$ cat src/rtl/exc_pkg.sv
// Shared types and constants for the exception request controller.
package exc_pkg;

  typedef enum logic {
    IDLE    = 1'b0,
    SERVICE = 1'b1
  } state_t;

  localparam logic [1:0] SEL_MASK    = 2'd0;
  localparam logic [1:0] SEL_PENDING = 2'd1;
  localparam logic [1:0] SEL_STATUS  = 2'd2;
  localparam logic [1:0] SEL_EPC     = 2'd3;

  localparam int unsigned STATUS_IN_SERVICE_BIT = 0;
  localparam int unsigned STATUS_CAUSE_LSB      = 2;
  localparam int unsigned CAUSE_W               = 3;

  localparam logic [31:0] HANDLER_ADDR_DEFAULT = 32'h0000_01a0;

endpackage

$ cat src/rtl/irq_edge_detect.sv
// Registers the interrupt lines and flags rising edges one bit per line.
module irq_edge_detect #(
  parameter int unsigned NUM_IRQ = 6
) (
  input  logic               clk,
  input  logic               rst,
  input  logic [NUM_IRQ-1:0] irq,
  output logic [NUM_IRQ-1:0] rise
);

  logic [NUM_IRQ-1:0] irq_q;

  always_ff @(posedge clk) begin
    if (rst) irq_q <= '0;
    else     irq_q <= irq;
  end

  assign rise = irq & ~irq_q;

endmodule

$ cat src/rtl/exc_request_ctrl.sv
// Interrupt request controller: pending/mask registers, exception entry on an
// instruction boundary, and return to EPC on eret.
module exc_request_ctrl
  import exc_pkg::*;
#(
  parameter int unsigned NUM_IRQ      = 6,
  parameter logic [31:0] HANDLER_ADDR = HANDLER_ADDR_DEFAULT
) (
  input  logic               clk,
  input  logic               rst,
  input  logic [NUM_IRQ-1:0] irq,
  input  logic               inst_boundary,
  input  logic [31:0]        pc,
  input  logic               eret,
  input  logic               reg_we,
  input  logic [1:0]         reg_sel,
  input  logic [31:0]        reg_wdata,
  output logic [31:0]        reg_rdata,
  output logic               exl_set,
  output logic               exl_clear,
  output logic [31:0]        epc_out,
  output logic               redirect,
  output logic [31:0]        redirect_pc,
  output logic               in_service
);

  state_t               state, state_next;
  logic [NUM_IRQ-1:0]   rise;
  logic [NUM_IRQ-1:0]   mask, pending, pending_next, clr_bits, active;
  logic [CAUSE_W-1:0]   cause_code, cause_next, lowest;
  logic                 eligible;
  logic                 exl_set_next, exl_clear_next, redirect_next;
  logic [31:0]          redirect_pc_next, epc_next;
  logic                 unused_wdata;

  irq_edge_detect #(.NUM_IRQ(NUM_IRQ)) u_edge (
    .clk  (clk),
    .rst  (rst),
    .irq  (irq),
    .rise (rise)
  );

  // W1C clears first, then new edges are OR'd in so a same-cycle edge survives
  assign clr_bits     = (reg_we && reg_sel == SEL_PENDING) ? reg_wdata[NUM_IRQ-1:0] : '0;
  assign pending_next = (pending & ~clr_bits) | rise;
  assign active       = pending & mask;
  assign eligible     = |active;
  assign unused_wdata = ^reg_wdata;

  always_ff @(posedge clk) begin
    if (rst) begin
      mask    <= '0;
      pending <= '0;
    end else begin
      pending <= pending_next;
      if (reg_we && reg_sel == SEL_MASK) mask <= reg_wdata[NUM_IRQ-1:0];
    end
  end

  // Lowest set index wins: scan downward so the last hit is the smallest
  always_comb begin
    lowest = '0;
    for (int i = NUM_IRQ - 1; i >= 0; i--) begin
      if (active[i]) lowest = CAUSE_W'(i);
    end
  end

  always_ff @(posedge clk) begin
    if (rst) begin
      state       <= IDLE;
      exl_set     <= 1'b0;
      exl_clear   <= 1'b0;
      redirect    <= 1'b0;
      redirect_pc <= '0;
      epc_out     <= '0;
      cause_code  <= '0;
    end else begin
      state       <= state_next;
      exl_set     <= exl_set_next;
      exl_clear   <= exl_clear_next;
      redirect    <= redirect_next;
      redirect_pc <= redirect_pc_next;
      epc_out     <= epc_next;
      cause_code  <= cause_next;
    end
  end

  always_comb begin
    state_next       = state;
    exl_set_next     = 1'b0;
    exl_clear_next   = 1'b0;
    redirect_next    = 1'b0;
    redirect_pc_next = redirect_pc;
    epc_next         = epc_out;
    cause_next       = cause_code;
    case (state)
      IDLE: begin
        if (inst_boundary && eligible) begin
          state_next       = SERVICE;
          exl_set_next     = 1'b1;
          redirect_next    = 1'b1;
          redirect_pc_next = HANDLER_ADDR;
          epc_next         = pc;
          cause_next       = lowest;
        end
      end
      SERVICE: begin
        // No nesting: further interrupts wait in pending until eret
        if (eret) begin
          state_next       = IDLE;
          exl_clear_next   = 1'b1;
          redirect_next    = 1'b1;
          redirect_pc_next = epc_out;
        end
      end
      default: state_next = IDLE;
    endcase
  end

  assign in_service = (state == SERVICE);

  always_comb begin
    reg_rdata = '0;
    case (reg_sel)
      SEL_MASK:    reg_rdata = 32'(mask);
      SEL_PENDING: reg_rdata = 32'(pending);
      SEL_STATUS: begin
        reg_rdata[STATUS_CAUSE_LSB +: CAUSE_W] = cause_code;
        reg_rdata[STATUS_IN_SERVICE_BIT]       = in_service;
      end
      SEL_EPC:     reg_rdata = epc_out;
      default:     reg_rdata = '0;
    endcase
  end

endmodule

$ cat config.mk
export PLATFORM = sky130hd
export DESIGN_NAME = exc_request_ctrl
export DESIGN_NICKNAME = d
export VERILOG_FILES = /design/src/rtl/exc_pkg.sv /design/src/rtl/irq_edge_detect.sv /design/src/rtl/exc_request_ctrl.sv
export SDC_FILE = /design/constraint.sdc
export NUM_CORES = 1
export LEC_CHECK = 0
export ABC_AREA = 1
export CAP_MARGIN = 5
export CORE_ASPECT_RATIO = 1.4
export CORE_MARGIN = 2
export CORE_UTILIZATION = 37
export CTS_CLUSTER_DIAMETER = 150
export DETAILED_ROUTE_END_ITERATION = 6
export PLACE_DENSITY = 0.77
export SYNTH_ARGS = -nofsm -noshare
export SYNTH_HDL_FRONTEND = slang
export SYNTH_HIERARCHICAL = 1
export SYNTH_SLANG_ARGS = --single-unit
$ cat constraint.sdc
create_clock -name clk -period 1.2 [get_ports clk]
set_input_delay 0.24 -clock clk [delete_from_list [all_inputs] [get_ports clk]]
set_output_delay 0.24 -clock clk [all_outputs]
set_load 0.005 [all_outputs]
==> run metrics <==
Non-Filler Instances=862; placed insts=810; die area=10,900 sq um; final instance area=6610 sq um; max incr delay on CP=0.35 ns; pwr dens=1140 nW/um^2; core area=9850 sq um; gr ovfl total=0; Critical path origin=in_service; I/O pin cnt=177; 1st-iter DRT viols=98; chip height=123 um; Crit path buffers/inverters=2; chip width=88.8 um; hpwl dp=9050 um; Yosys cell types=24; Antenna Nets Post-Route=0; Seq/Total Area, Yosys=47.8%; Hold WC Path Type=in2reg; start of the worst register-to-register path=in_service; worst-skew pair later-pin latency=0.34 ns; most frequent cells in the layout=93 x buf_4, 89 x nand2_1, 63 x buf_2; Max Cap Viol=0; CTS Hold Bufs=0; Port Buffers=150; H-Tree Depth=3; Arrival @ worst endpoint=1.61 ns; post-DR wirelength/cell=15.5 um; Synthesis Warnings=6; Critical Path Start Type=flip-flop; area grow syn2layout=77.2%; final setup fails=80; clock buffer count from CTS=9; Vias=4,120; first-pass GRT wire length=20,400 um; Crit Path Category=reg2reg; Max clock buf depth=2; Mapped Nets=540; Vias/cell=4.78; most common cell after layout, fill and taps aside=buf_4; family with the most delay on the worst path=simple AND/OR/NAND/NOR gates; Tmin final=1.39 ns; static leakage=0.00302 uW; GPL Wtd Cong=0.877; CTS sink count=89; critical-path cell list=buf_6, nor2_4, nand2_2, nand2_4, nor2_4, nand2_2, buf_12, o22ai_1; Worst-path clk slew=0.06 ns; FMAX=0.717 GHz; Post-Syn Area=3730 sq um; Area after DPL=5930 sq um; gr usage total=24.6%; Initial Utilization=37.9%; Yosys top cell area share=47.8%; skew final=0.00473 ns; layout cell share with drive strength beyond 1=54.2%; Residual DRC=0; syn avg cell area=8.05 sq um; Synth area leaders=dfxtp_1 48%, nand2_1 11%, a21oi_2 6.8%, inv_1 5.5%, nand2_2 5.0%; site row count=43; CTS tree=built; DR pass1 iterations=4; largest net degree at the start of global routing=27; Synth area leader=dfxtp_1; # diodes=0; Crit. End Element=flip-flop; worst hold start=rst; CP max stage cell=dfxtp_4; Worst Max-Slew Pin Slew=0.307 ns; Critical Path Fanout Max=23; outcome=complete, but fails checks; drt total wl=13,400 um; Mapped Cells=463; nets@finish=799; violated checks=setup timing; slew margin rel.=79.5%; VDD IR max=0.000748 V; fin. max-slew vios=0; RSZ-0062 raised after global routing=true; number of global-route vias before repair=4,315; Final Hold Fails=0; CTS root buffer=clkbuf_16; post-synthesis register bit count=89; initial antenna violation count=0; final critical-path share of the clock period=116%; worst path required time=1.42 ns; final worst slack=-0.194 ns
## power by group
group          leakage [uW]  switching [uW]  internal, uW
sequential         0.000746            78.1          3070
clock              0.000170            1150          2040
combinational       0.00210             556           631
## cell families after synthesis
family,share of synthesized area (%)
AOI/OAI and AO/OA,18.9
DFF,47.8
buffers and inverters,10.3
and+or+nand+nor,23.0
## cell usage after synthesis
cell / instances
nand2_1: 107
dfxtp_1: 89
inv_1: 55
nor2_1: 45
nand2_2: 30
a21oi_2: 29
a21oi_1: 20
o21ai_0: 14
o22ai_1: 14
o22ai_2: 10
buf_2: 9
clkbuf_1: 8
nand3_1: 8
nor2_2: 4
o31ai_1: 4
buf_12: 3
buf_6: 3
o2111ai_1: 3
inv_2: 2
nand4_1: 2
a211oi_1: 1
nand3_2: 1
nor2_4: 1
o21ai_1: 1
## final cells by class
type                    count  area, sq um
clock buffers               9          225
flip-flops and latches     89         1850
multi-input cells         294         1760
inverters                  57          219
clock inverters             7          118
repair buffers            271         2270
well taps                 135          169
fillers                   813         3240
## registers in the layout, indices dropped and copies added (netlist names)
name and count:
epc_out 32, mask 6, exl_set 1, redirect 1, redirect_pc 32, pending 6, in_service 1, cause_code 3
u_edge/irq_q 6, exl_clear 1
## metal layers
| metal | track usage [%] | vias up | share of wire [%] | wire length (um) |
|---|---|---|---|---|
| li1 | - | 1996 | - | - |
| met1 | 25.2 | 1950 | 37 | 5000 |
| met2 | 46.4 | 141 | 54 | 7210 |
| met3 | 5.25 | 33 | 5.6 | 749 |
| met4 | 11.2 | 0 | 3.2 | 424 |
| met5 | 0 | - | 0 | 0 |
## worst paths after layout
| check | endpoint | slack [ns] | depth (start not counted) |
|---|---|---|---|
| max | redirect_pc[13] | -0.19 | 8 |
| min | exl_clear | 0.29 | 3 |
| max reg2reg | redirect_pc[13] | -0.19 | 8 |
| min reg2reg | redirect_pc[2] | 0.47 | 2 |
## worst min-delay path, stage by stage
cell and delay (ns):
buf_2 0.15, nor2_2 0.06, buf_4 0.13
## through the flow
step	worst slack [ns]	TNS [ns]	utilization (%)	hold WS [ns]	power, uW
after global routing	-0.268	-15.62	67.1	0.303	7790
after floorplan	0.00378	0	-	0.312	3610
after detailed placement	-0.860	-67.61	60.3	0.473	4230
after CTS	-0.154	-6.63	64.9	0.283	7490
final	-0.194	-10.55	67.1	0.286	7520
after global placement	-0.816	-61.18	60.3	0.465	4200
## timing repair
action,4_1_cts,5_1_grt
pin swaps,28,24
gates cloned,1,1
resized for setup,409,58
buffers inserted,25,9
setup endpoints to repair,181,105
No activity file was read; power rests on OpenSTA's default activity.
